===== src/rtl/uart_prog_loader.sv =====
// uart_prog_loader: assembles a UART byte stream into memory word writes.
//
// Bytes received while load_en is high are packed into WORD_WIDTH-bit words
// (first byte MSB when BIG_ENDIAN=1, LSB otherwise). Each complete word is
// written to consecutive addresses starting at BASE_ADDR. Every load_en rising
// edge starts a new session. A partial word is dropped after TIMEOUT_CYCLES
// idle cycles. Bytes that arrive after MAX_WORDS words are ignored.
//
// Ports:
//   clk, rst        clock, asynchronous active-high reset
//   load_en         session level (rising edge starts a session)
//   rx_valid/rx_byte  received byte strobe and data
//   mem_we/mem_addr/mem_wdata  one-cycle memory write
//   word_count      words written in the current/last session
//   active          session in progress
//   err_timeout     sticky: a partial word was discarded
//   err_overflow    sticky: bytes arrived after MAX_WORDS words
//   checksum        (LOADER_CHECKSUM_EN only) sum of written words
//
// Optional feature macro: LOADER_CHECKSUM_EN.
module uart_prog_loader #(
  parameter int unsigned WORD_WIDTH     = 16,
  parameter int unsigned ADDR_WIDTH     = 16,
  parameter int unsigned BASE_ADDR      = 0,
  parameter int unsigned MAX_WORDS      = 65536,
  parameter bit          BIG_ENDIAN     = 1'b1,
  parameter int unsigned TIMEOUT_CYCLES = 500000
) (
  input  logic                  clk,
  input  logic                  rst,
  input  logic                  load_en,
  input  logic                  rx_valid,
  input  logic [7:0]            rx_byte,
  output logic                  mem_we,
  output logic [ADDR_WIDTH-1:0] mem_addr,
  output logic [WORD_WIDTH-1:0] mem_wdata,
  output logic [ADDR_WIDTH-1:0] word_count,
  output logic                  active,
  output logic                  err_timeout,
  output logic                  err_overflow
`ifdef LOADER_CHECKSUM_EN
  ,
  output logic [WORD_WIDTH-1:0] checksum
`endif
);

  localparam int unsigned BYTES = WORD_WIDTH / 8;
  localparam int unsigned IDX_W = (BYTES > 1) ? $clog2(BYTES) : 1;
  localparam int unsigned CNT_W = ADDR_WIDTH + 1;
  localparam int unsigned TO_W  = (TIMEOUT_CYCLES > 1) ? $clog2(TIMEOUT_CYCLES) : 1;

  localparam logic [IDX_W-1:0]      LAST_IDX = IDX_W'(BYTES - 1);
  localparam logic [CNT_W-1:0]      MAX_C    = CNT_W'(MAX_WORDS);
  localparam logic [TO_W-1:0]       TO_LAST  = TO_W'(TIMEOUT_CYCLES - 1);
  localparam logic [ADDR_WIDTH-1:0] BASE_A   = ADDR_WIDTH'(BASE_ADDR);

  typedef enum logic [1:0] {S_IDLE, S_COLLECT, S_WRITE} state_t;

  state_t                r_state, w_state_d;
  logic                  r_load_en_q;
  logic [IDX_W-1:0]      r_idx;
  logic [TO_W-1:0]       r_to_cnt;
  logic [WORD_WIDTH-1:0] r_asm;
  logic [WORD_WIDTH-1:0] r_wdata;
  logic [ADDR_WIDTH-1:0] r_addr;
  logic [CNT_W-1:0]      r_count;
  logic                  r_we, r_active, r_terr, r_oerr;

  logic                  w_start, w_full, w_take, w_done, w_drop, w_timeout, w_ovf;
  logic [IDX_W-1:0]      w_idx_cur;
  logic [WORD_WIDTH+7:0] w_cat;
  logic [WORD_WIDTH-1:0] w_asm_next;

  assign w_start   = load_en & ~r_load_en_q;
  // A session start treats the incoming byte as byte 0 of a fresh word.
  assign w_idx_cur = w_start ? '0 : r_idx;
  // The word leaving WRITE this cycle already counts towards the limit.
  assign w_full    = (r_count + CNT_W'(r_state == S_WRITE)) >= MAX_C;

  // Shift the new byte in at the end that makes the first byte land correctly.
  assign w_cat      = BIG_ENDIAN ? {r_asm, rx_byte} : {rx_byte, r_asm};
  assign w_asm_next = BIG_ENDIAN ? w_cat[WORD_WIDTH-1:0] : w_cat[WORD_WIDTH+7:8];

  // Next-state and byte-handling decisions.
  always_comb begin
    w_state_d = r_state;
    w_take    = 1'b0;
    w_drop    = 1'b0;
    w_timeout = 1'b0;
    w_ovf     = 1'b0;
    if (w_start) begin
      w_state_d = S_COLLECT;
      w_take    = rx_valid;
    end else if (r_state != S_IDLE) begin
      if (!load_en) begin
        w_state_d = S_IDLE;
        w_drop    = 1'b1;
      end else begin
        w_state_d = S_COLLECT;
        if (rx_valid) begin
          if (w_full) w_ovf  = 1'b1;
          else        w_take = 1'b1;
        end else if ((TIMEOUT_CYCLES != 0) && (r_state == S_COLLECT) &&
                     (r_idx != '0) && (r_to_cnt == TO_LAST)) begin
          w_timeout = 1'b1;
          w_drop    = 1'b1;
        end
      end
    end
    w_done = w_take && (w_idx_cur == LAST_IDX);
    if (w_done) w_state_d = S_WRITE;
  end

  // State register.
  always_ff @(posedge clk or posedge rst) begin
    if (rst) r_state <= S_IDLE;
    else     r_state <= w_state_d;
  end

  // Datapath, counters and registered outputs.
  always_ff @(posedge clk or posedge rst) begin
    if (rst) begin
      r_load_en_q <= 1'b0;
      r_idx       <= '0;
      r_to_cnt    <= '0;
      r_asm       <= '0;
      r_wdata     <= '0;
      r_addr      <= BASE_A;
      r_count     <= '0;
      r_we        <= 1'b0;
      r_active    <= 1'b0;
      r_terr      <= 1'b0;
      r_oerr      <= 1'b0;
    end else begin
      r_load_en_q <= load_en;
      r_we        <= (w_state_d == S_WRITE);
      r_active    <= (w_state_d != S_IDLE);
      if (r_state == S_WRITE) begin
        r_addr  <= r_addr + ADDR_WIDTH'(1);
        r_count <= r_count + CNT_W'(1);
      end
      if (w_start) begin
        r_addr  <= BASE_A;
        r_count <= '0;
        r_terr  <= 1'b0;
        r_oerr  <= 1'b0;
      end
      if (w_take) begin
        r_asm <= w_asm_next;
        r_idx <= w_done ? '0 : w_idx_cur + IDX_W'(1);
        if (w_done) r_wdata <= w_asm_next;
      end else if (w_drop || w_start) begin
        r_idx <= '0;
      end
      if (w_take || w_drop || w_start) r_to_cnt <= '0;
      else if ((r_state == S_COLLECT) && (r_idx != '0)) r_to_cnt <= r_to_cnt + TO_W'(1);
      if (w_timeout) r_terr <= 1'b1;
      if (w_ovf)     r_oerr <= 1'b1;
    end
  end

`ifdef LOADER_CHECKSUM_EN
  logic [WORD_WIDTH-1:0] r_csum;

  // Running sum of written words, updated as each WRITE retires.
  always_ff @(posedge clk or posedge rst) begin
    if (rst)                       r_csum <= '0;
    else if (w_start)              r_csum <= '0;
    else if (r_state == S_WRITE)   r_csum <= r_csum + r_wdata;
  end

  assign checksum = r_csum;
`endif

  assign mem_we       = r_we;
  assign mem_addr     = r_addr;
  assign mem_wdata    = r_wdata;
  assign word_count   = r_count[ADDR_WIDTH-1:0];
  assign active       = r_active;
  assign err_timeout  = r_terr;
  assign err_overflow = r_oerr;

endmodule

===== config.mk =====
export PLATFORM = sky130hd
export DESIGN_NAME = uart_prog_loader
export DESIGN_NICKNAME = d
export VERILOG_FILES = /design/src/rtl/uart_prog_loader.sv
export SDC_FILE = /design/constraint.sdc
export NUM_CORES = 1
export LEC_CHECK = 0
export BUFFER_PORTS_ARGS = -buffer_cell sky130_fd_sc_hd__buf_2
export CORE_MARGIN = 5
export CORE_UTILIZATION = 35
export CTS_CLUSTER_SIZE = 10
export DETAILED_ROUTE_END_ITERATION = 8
export PLACE_DENSITY_LB_ADDON = 0.12
export SLEW_MARGIN = 20
export SYNTH_ARGS = -nofsm -noshare
export SYNTH_HDL_FRONTEND = slang
export SYNTH_SLANG_ARGS = --single-unit

===== constraint.sdc =====
create_clock -name clk -period 5.18 [get_ports clk]
set_input_delay 0 -clock clk [delete_from_list [all_inputs] [get_ports clk]]
set_output_delay 0 -clock clk [all_outputs]
set_load 0.01 [all_outputs]

; ---- Yosys cells after proc, flatten, opt, wreduce, memory -nomap -nowiden
; Cells that the tools add are included.
[totals]
regBits = 84
output_inout_bits = 52
word_cells = 73
[classes]
n_addsub = 5
order_cmp = 1
n_eq_ne = 4
muxes = 35
n_bitwise = 2
n_reduce_logical = 14
[op_table]
columns = operator, count
row1 = $mux W19, 2
row2 = $mux W17, 2
row3 = $mux W16, 2
row4 = $mux W1, 26
row5 = $add A19 B1 Y19 const B, 1
row6 = $eq A19 B19 Y1 const B, 1
row7 = $add A17 B1 Y17, 1
row8 = $add A17 B1 Y17 const B, 1
row9 = $ge A17 B17 Y1 const B, 1
row10 = $add A16 B1 Y16 const B, 1
row11 = $reduce_bool A2 Y1, 7
row12 = $mux W2, 3
row13 = $eq A2 B2 Y1 const B, 2
row14 = $logic_and A1 B1 Y1, 3
row15 = $logic_or A1 B1 Y1, 3
row16 = $eq A2 B1 Y1 const B, 1
row17 = $reduce_and A2 Y1, 1
row18 = $add A1 B1 Y1 const B, 1
row19 = $and A1 B1 Y1, 1
row20 = $not A1 Y1, 1

; ---- Logic depth before layout (Yosys ltp)
; Gate-level depths: netlist (run 1).
[logic_depth]
word_depth = 11
depth_mapped = 8
mapped_depth_nobuf = 6

; ---- Least setup slack after synthesis (run 1)
; No wires, ideal clock.
[synth_timing]
path_type = flip-flop to flip-flop
start = reg r_count[12]
end = reg r_wdata[0] (netlist: mem_wdata[0])
arrival_ns = 1.878
t_required_ns = 5.055
path_slack_ns = 3.177
stages_incl_launch_ff = 8
period_less_slack_ns = 2.003
cell_sequence = dfrtp_1 and4_1 and3_4 a2111oi_2 nor2_4 inv_4 buf_8 mux2_4
[synth_via]
elab_chain_len = 9
[synth_rtl]
columns = element, line
row1 = "start, declared", 66  ; logic [CNT_W-1:0] r_count;
row2 = "start signal, assigned", 140  ; r_count <= r_count + CNT_W'(1);
row3 = $add A17 B1 Y17 *, 78  ; assign w_full = (r_count + CNT_W'(r_state == S_WRITE)) >= MAX_C;
row4 = $ge A17 B17 Y1 *, 78
row5 = $mux W1 *, 101  ; if (w_full) w_ovf = 1'b1;
row6 = $mux W1 *, 100  ; if (rx_valid) begin
row7 = $mux W1 *, 95  ; if (!load_en) begin
row8 = $mux W1 *, 94  ; end else if (r_state != S_IDLE) begin
row9 = $mux W1 *, 91  ; if (w_start) begin
row10 = $logic_and A1 B1 Y1, 110  ; w_done = w_take && (w_idx_cur == LAST_IDX);
row11 = $reduce_and A2 Y1 (no line) *, n/a
row12 = "end signal, assigned", 151  ; if (w_done) r_wdata <= w_asm_next;
row13 = "end, declared", 64  ; logic [WORD_WIDTH-1:0] r_wdata;
; Every way passes the cells marked *; elsewhere a longest branch is shown, timed or not.
; A chain may end at the register's enable or synchronous reset.

; ---- Worst setup path in the final report (run 1)
[layout_timing]
start = reg r_state[1]
end = reg r_addr[12] (netlist: mem_addr[12])
[layout_via]
elab_chain_len = 2
[layout_rtl]
columns = element, line
row1 = "start, declared", 59  ; state_t r_state, w_state_d;
row2 = "start signal, assigned", 117  ; else r_state <= w_state_d;
row3 = $eq A2 B2 Y1, 138  ; if (r_state == S_WRITE) begin
row4 = $reduce_bool A2 Y1 (no line), n/a
row5 = "end signal, assigned", 139  ; r_addr <= r_addr + ADDR_WIDTH'(1);
row6 = "end, declared", 65  ; logic [ADDR_WIDTH-1:0] r_addr;
; Every way passes these cells.

==> run metrics, run 1 <==
outcome=complete, no violations; initial detailed-routing violation count=171; Vias=2848; EDFF count, synth=0; Area Overhead vs Synth=18.37%; Initial Utilization=between 30% and 40%; FFs w/ async S/R, synth=100.0%; most common library cells after synthesis=dfrtp_1 (84), nor2_1 (42), xor2_1 (28), nand2_1 (25), nor3_1 (22); Die W=~120 um; period utilization=45.10%; Slowest cell on crit path=nor2b_1; crit end category=flip-flop; setup_tns=0 ns; Synth Area per Inst=approximately 11 um2; post-synth cell types=49; Filler Cell Count=1146; setup bufs post-CTS=0; RSZ-0062 raised after global routing=false; Area contributors post-synth=dfrtp_1 (52%), xor2_1 (6.0%), mux2_2 (4.4%), nor2_1 (3.9%), xnor2_1 (3.9%); Clock Latency Late Sink=0.34 ns; row count=39; Placed Cells=549; number of global-route vias before repair=3031; Final setup viols=0; ys flop type=dfrtp_1; WP data arrival=around 2.6 ns; post-cts resize count=0; Rel. slew slack=40.76%; largest incremental delay on the critical path=0.62 ns; cell mode on critical path=or3_1; CTS Buffer Depth=2; fmax=approximately 0.43 GHz; Core Box Area=11420 um2; fin nets=442; Pwr Density=358.0 nW/um2; die area=13870 um2; CP cell instances=nor2b_1 -> nand3_1 -> or3_1 -> or3_1 -> a21oi_1; Final Instance Count excl. Fillers=574; first-pass GRT wire length=15170 um; H-tree depth=3; GPL Wtd Cong=0.7627; WHS=0.1422 ns; DRT antenna net count=0; Synth Net Count=386; gr usage total=a little over an eighth; Synth area leader=dfrtp_1; CTS sink count=between 80 and 90; Place WS=2.870 ns; hpwl dp=5704 um; diodes inserted=0; Critical Path Source Type=flip-flop; Mapped Cells=371; Clock Pin Slew Worst Setup and Hold Paths=0.06 ns; Worst Hold Class=in -> async; Req. time, crit path=5.45 ns; Max VDD drop=0.0002510 V; critical path fanouts, max=9; synthesized area=4066 um2; Yosys reg bits=84; P_leak=0.002277 uW; Max-Cap Viols=0; count leader, synth=dfrtp_1; fin crit period=2.336 ns; YS warnings=0; share of the synthesized area in the top cell type=51.69%; drt via density=4.962; Worst Clk Skew=0.007080 ns; initial antenna violation count=0; fraction of layout cells with a size suffix above 1=~28%; share of the yosys chip area belonging to registers=51.69%; port bufs=63; root buffer cell=clkbuf_16; Remaining Overflow, GRT=0; largest net degree at the start of global routing=68; final WL=8546 um; Residual DRC=0; critical path type=reg -> reg; setup ws final=roughly 2.8 ns; CTS tree=built; wire per inst=14.89 um; Die Y=117.8 um; Ports=64; Slew Limit Fails=0; Worst-Margin Slew=0.8886 ns; CTS Buf Count=9; Pre-antenna DRT Iters=4; Fin. Hold Viols=0
## metal layers
metal / routed length (um) / GRT usage, %
met3: 461 / 5.334
met1: 3890 / 16.42
met5: 0 / 0
met2: 4117 / 21.32
met4: 77 / 3.799
## final timing paths
check	startpoint	to	slack [ns]	cells past startpoint
worst min register to register	r_asm[6]$_DFFE_PP0P_	r_asm[6]$_DFFE_PP0P_	0.51	1
worst max-delay path	r_state[1]$_DFF_PP0_	mem_addr[12]$_DFFE_PP0P_	2.84	5
worst min-delay path	rst	mem_wdata[9]$_DFFE_PP0P_	0.14	3
min in group clk	rx_valid	err_overflow$_DFFE_PP0P_	0.17	3
max in group asynchronous	rst	r_count[1]$_DFFE_PP0P_	3.88	4
worst max register to register	r_state[1]$_DFF_PP0_	mem_addr[12]$_DFFE_PP0P_	2.84	5
## stage by stage
| stage | power [uW] | util, % | instance area [um2] |
|---|---|---|---|
| floorplan | 934.2 | - | 4066 |
| global placement | 1024 | 38.43 | 4388 |
| detailed placement | 1029 | 38.43 | 4388 |
| CTS | 1756 | 42.15 | 4813 |
| global route | 1810 | 42.15 | 4813 |
| finish | 1723 | 42.15 | 4813 |
## worst max-delay path: cells and delay by family (launching register included)
kind | cells | cell delay (ns)
simple gates | 4 | 1.62
flops | 1 | 0.51
compound gates | 1 | 0.14
## logic make-up after synthesis
group | Yosys count | synth area share, %
and+or+nand+nor | 156 | 20.83
DFF | 84 | 51.69
xor gates and xnor gates | 46 | 9.908
buffers and inverters | 37 | 5.508
muxes | 27 | 8.123
AOI/OAI and AO/OA | 18 | 3.015
adders and majority gates | 3 | 0.9232
## report_power, final
part	internal [uW]	switching (uW)	leakage (uW)
Combinational	127	112	0.000993
Sequential	734	45.5	0.00113
Clock	445	260	0.000158
Total	1310	417	0.00228
## registers in the layout, indices dropped and copies added, names as in the netlist
name and flops:
active 1, err_overflow 1, r_asm 8, r_load_en_q 1, r_to_cnt 19, r_count 17, mem_addr 16, err_timeout 1
r_state 2, r_idx 1, mem_we 1, mem_wdata 16
## final cells by class
class	instances	area [um2]	area share (%)
flip-flops and latches	84	2102	43.67
multi-input cells	250	1747	36.29
repair buffers	75	430.4	8.942
clock buffers	11	252.7	5.251
well taps	143	178.9	3.717
clock inverters	4	72.57	1.508
inverters	7	30.03	0.6239
## cells in the final DEF (no fill, tap or decap), types with 2 or more instances in the layout
cell type,count
a21oi_1,5
and2_1,2
and3_1,5
and4_1,4
buf_2,63
buf_4,2
bufinv_16,2
clkbuf_16,9
clkbuf_8,2
clkinv_2,2
dfrtp_1,84
dlygate4sd3_1,10
ha_1,3
inv_1,5
mux2_2,16
mux2_4,8
mux2i_1,3
nand2_1,25
nand3_1,15
nand3b_1,2
nand4_1,12
nor2_1,42
nor2b_1,2
nor3_1,22
nor4_1,3
nor4b_1,2
o21ai_0,4
o31ai_1,2
or3_1,4
or4_1,2
xnor2_1,18
xor2_1,28
## timing repair
| item | CTS | global route |
|---|---|---|
| endpoints found under the hold margin | 34 | 0 |
| hold buffers | 10 | 0 |
| setup endpoints to repair | 0 | 0 |
(Power assumes the default switching activity.)
==> run 2: changes to the inputs <==
clock period = 1.9 ns   (was 5.18 ns; I/O delays follow)
==> run 2 against run 1 <==
Against the previous run:
- the run now ends with negative setup slack left
- first-iteration DRC count decreased by 16%
- fmax increased by 20%
- total power increased to 2.9 times the previous value
- global-route usage increased by 0.65 points
- utilization increased by 5.9 points
- register-to-register slack got worse by 2.9 ns
- hold slack improved by 0.065 ns
- critical path type unchanged
- largest cell class unchanged
- highest routed layer unchanged
==> run metrics, run 2 (same netlist as run 1, synthesis figures left out) <==
Routed met3 length=~380 um; Clock Latency Late Sink=0.34 ns; wire per inst=14.98 um; sw frac=23.50%; drt via density=4.877; Placed Cells=about 600; P_sw=1169 uW; final WL=about 9400 um; Fin. Hold Viols=0; GPL Wtd Cong=between 0.7 and 0.8; Place WS=-0.08970 ns; P_leak=0.002627 uW; period utilization=102.3%; wire length on met2=4530 um; critical path type=reg -> reg; total chip power=4977 uW; root buffer cell=clkbuf_16; commonest non-fill, non-tap cell in the layout=dfrtp_1; Rel. slew slack=58.22%; Seq pwr share=42.8%; first-pass GRT wire length=between 15000 and 20000 um; Critical Path Source Type=flip-flop; Max VDD drop=0.0005174 V; fin crit period=roughly 1.9 ns; Die Y=around 120 um; violated checks=negative setup slack; outcome=finished, violations left; diodes inserted=0; Area Overhead vs Synth=35.05%; H-tree depth=3; Worst Hold Class=in -> reg; Pre-antenna DRT Iters=4; hold_sp=rx_valid; Ports=64; Remaining Overflow, GRT=0; max layer used=met4; CTS tree=built; Initial Utilization=35.61%; RSZ-0062 raised after global routing=true; setup ws final=-0.04441 ns; wire length on met1=4354 um; critical path fanouts, max=4; Vias=slightly above 3000; Die W=117.8 um; RR Startpoint=r_to_cnt[14]$_DFFE_PP0P_; CTS Buf Count=9; max reg flops=19; gr usage total=13.90%; Final setup viols=16; Max-Cap Viols=0; Top reg by flops=r_to_cnt; CTS sink count=84; Core Box Area=11420 um2; Regs by FF count=r_to_cnt (19), r_count (17); DRT antenna net count=0; crit end category=flip-flop; Power Internal=around 3800 uW; initial antenna violation count=0; largest net degree at the start of global routing=46; Worst Clk Skew=approximately 0.0075 ns; number of global-route vias before repair=3198; Final Util=about 48%; Residual DRC=0; Comb power frac=approximately 16%; Worst-Margin Slew=0.6180 ns; fraction of layout cells with a size suffix above 1=roughly two fifths; fmax=0.5143 GHz; initial detailed-routing violation count=144; WP data arrival=2.16 ns; Pwr Density=906.3 nW/um2; crit path from=r_to_cnt[14]$_DFFE_PP0P_; die area=13870 um2; clock power share=41.1%; port bufs=63; Final Instance Count excl. Fillers=between 600 and 700; row count=39; most frequent cells in the layout=dfrtp_1 (84), buf_2 (63), buf_4 (45), nor2_1 (42), xor2_1 (28); hpwl dp=6236 um; Slew Limit Fails=0; WHS=0.2069 ns; fin nets=approximately 490; Clock Pin Slew Worst Setup and Hold Paths=around 0.060 ns; CTS Buffer Depth=2; Req. time, crit path=2.12 ns
-- run 2: cell types whose count changed in the layout (fill, tap and decap cells not counted), sizes merged --
cell,delta
bufinv,+1
clkbuf,+2
buf,+50
-- run 2: timing repair --
item / CTS / global route
cloned: 2 / 1
buffers inserted: 4 / 4
endpoints found under the hold margin: 36 / 0
resized for setup: 9 / 34
hold buffers: 10 / 0
pin swaps: 6 / 18
setup endpoints to repair: 44 / 49
-- run 2: metrics by stage --
| step | area (um2) | TNS, ns |
|---|---|---|
| detailed placement | 4747 | -1.969 |
| CTS | 5308 | -0.2926 |
| finish | 5492 | -0.4269 |
| global placement | 4747 | -0.6778 |
| floorplan | 4083 | -0.2716 |
| global route | 5492 | -2.264 |
-- run 2: area by class of cell --
| type | count | area, um2 |
|---|---|---|
| Fill cell | 1062 | 5927 |
| Sequential cell | 84 | 2102 |
| Multi-Input combinational cell | 250 | 1918 |
| Timing Repair Buffer | 126 | 894.6 |
| Clock buffer | 12 | 256.5 |
| Tap cell | 143 | 178.9 |
| Clock inverter | 4 | 95.09 |
| Inverter | 7 | 37.54 |
| Timing Repair inverter | 1 | 8.758 |
-- run 2: path summary, 6_finish.rpt --
check / to / slack (ns) / depth (start not counted)
hold reg to reg: mem_wdata[15]$_DFFE_PP0P_ / 0.50 / 1
setup / recovery: r_to_cnt[12]$_DFFE_PP0P_ / -0.04 / 7
min in group asynchronous: mem_wdata[4]$_DFFE_PP0P_ / 0.27 / 3
hold / removal: err_overflow$_DFFE_PP0P_ / 0.21 / 4
setup reg to reg: r_to_cnt[12]$_DFFE_PP0P_ / -0.04 / 7
max in group asynchronous: mem_wdata[6]$_DFFE_PP0P_ / 1.01 / 4
-- run 2: power by group through the flow --
stage	logic, uW	clock network (uW)	registers [uW]
after floorplan	338	0	2210
after global placement	677	0	2150
after detailed placement	694	0	2150
after CTS	745	2100	2120
after global routing	868	2160	2150
final	801	2050	2130
-- run 2: critical path, cell delays in order, from the launching register on --
cell       delay (ns)
dfrtp_1          0.37
or4_4            0.55
nor4_4           0.30
a31oi_2          0.14
nand2_2          0.17
buf_12           0.13
clkbuf_16        0.13
nor3_2           0.03
-- run 2: layer usage --
| metal | GRT usage [%] | up-vias |
|---|---|---|
| li1 | - | 1477 |
| met1 | 17.92 | 1519 |
| met2 | 22.60 | 51 |
| met3 | 3.748 | 11 |
| met4 | 4.659 | 0 |
| met5 | 0 | - |
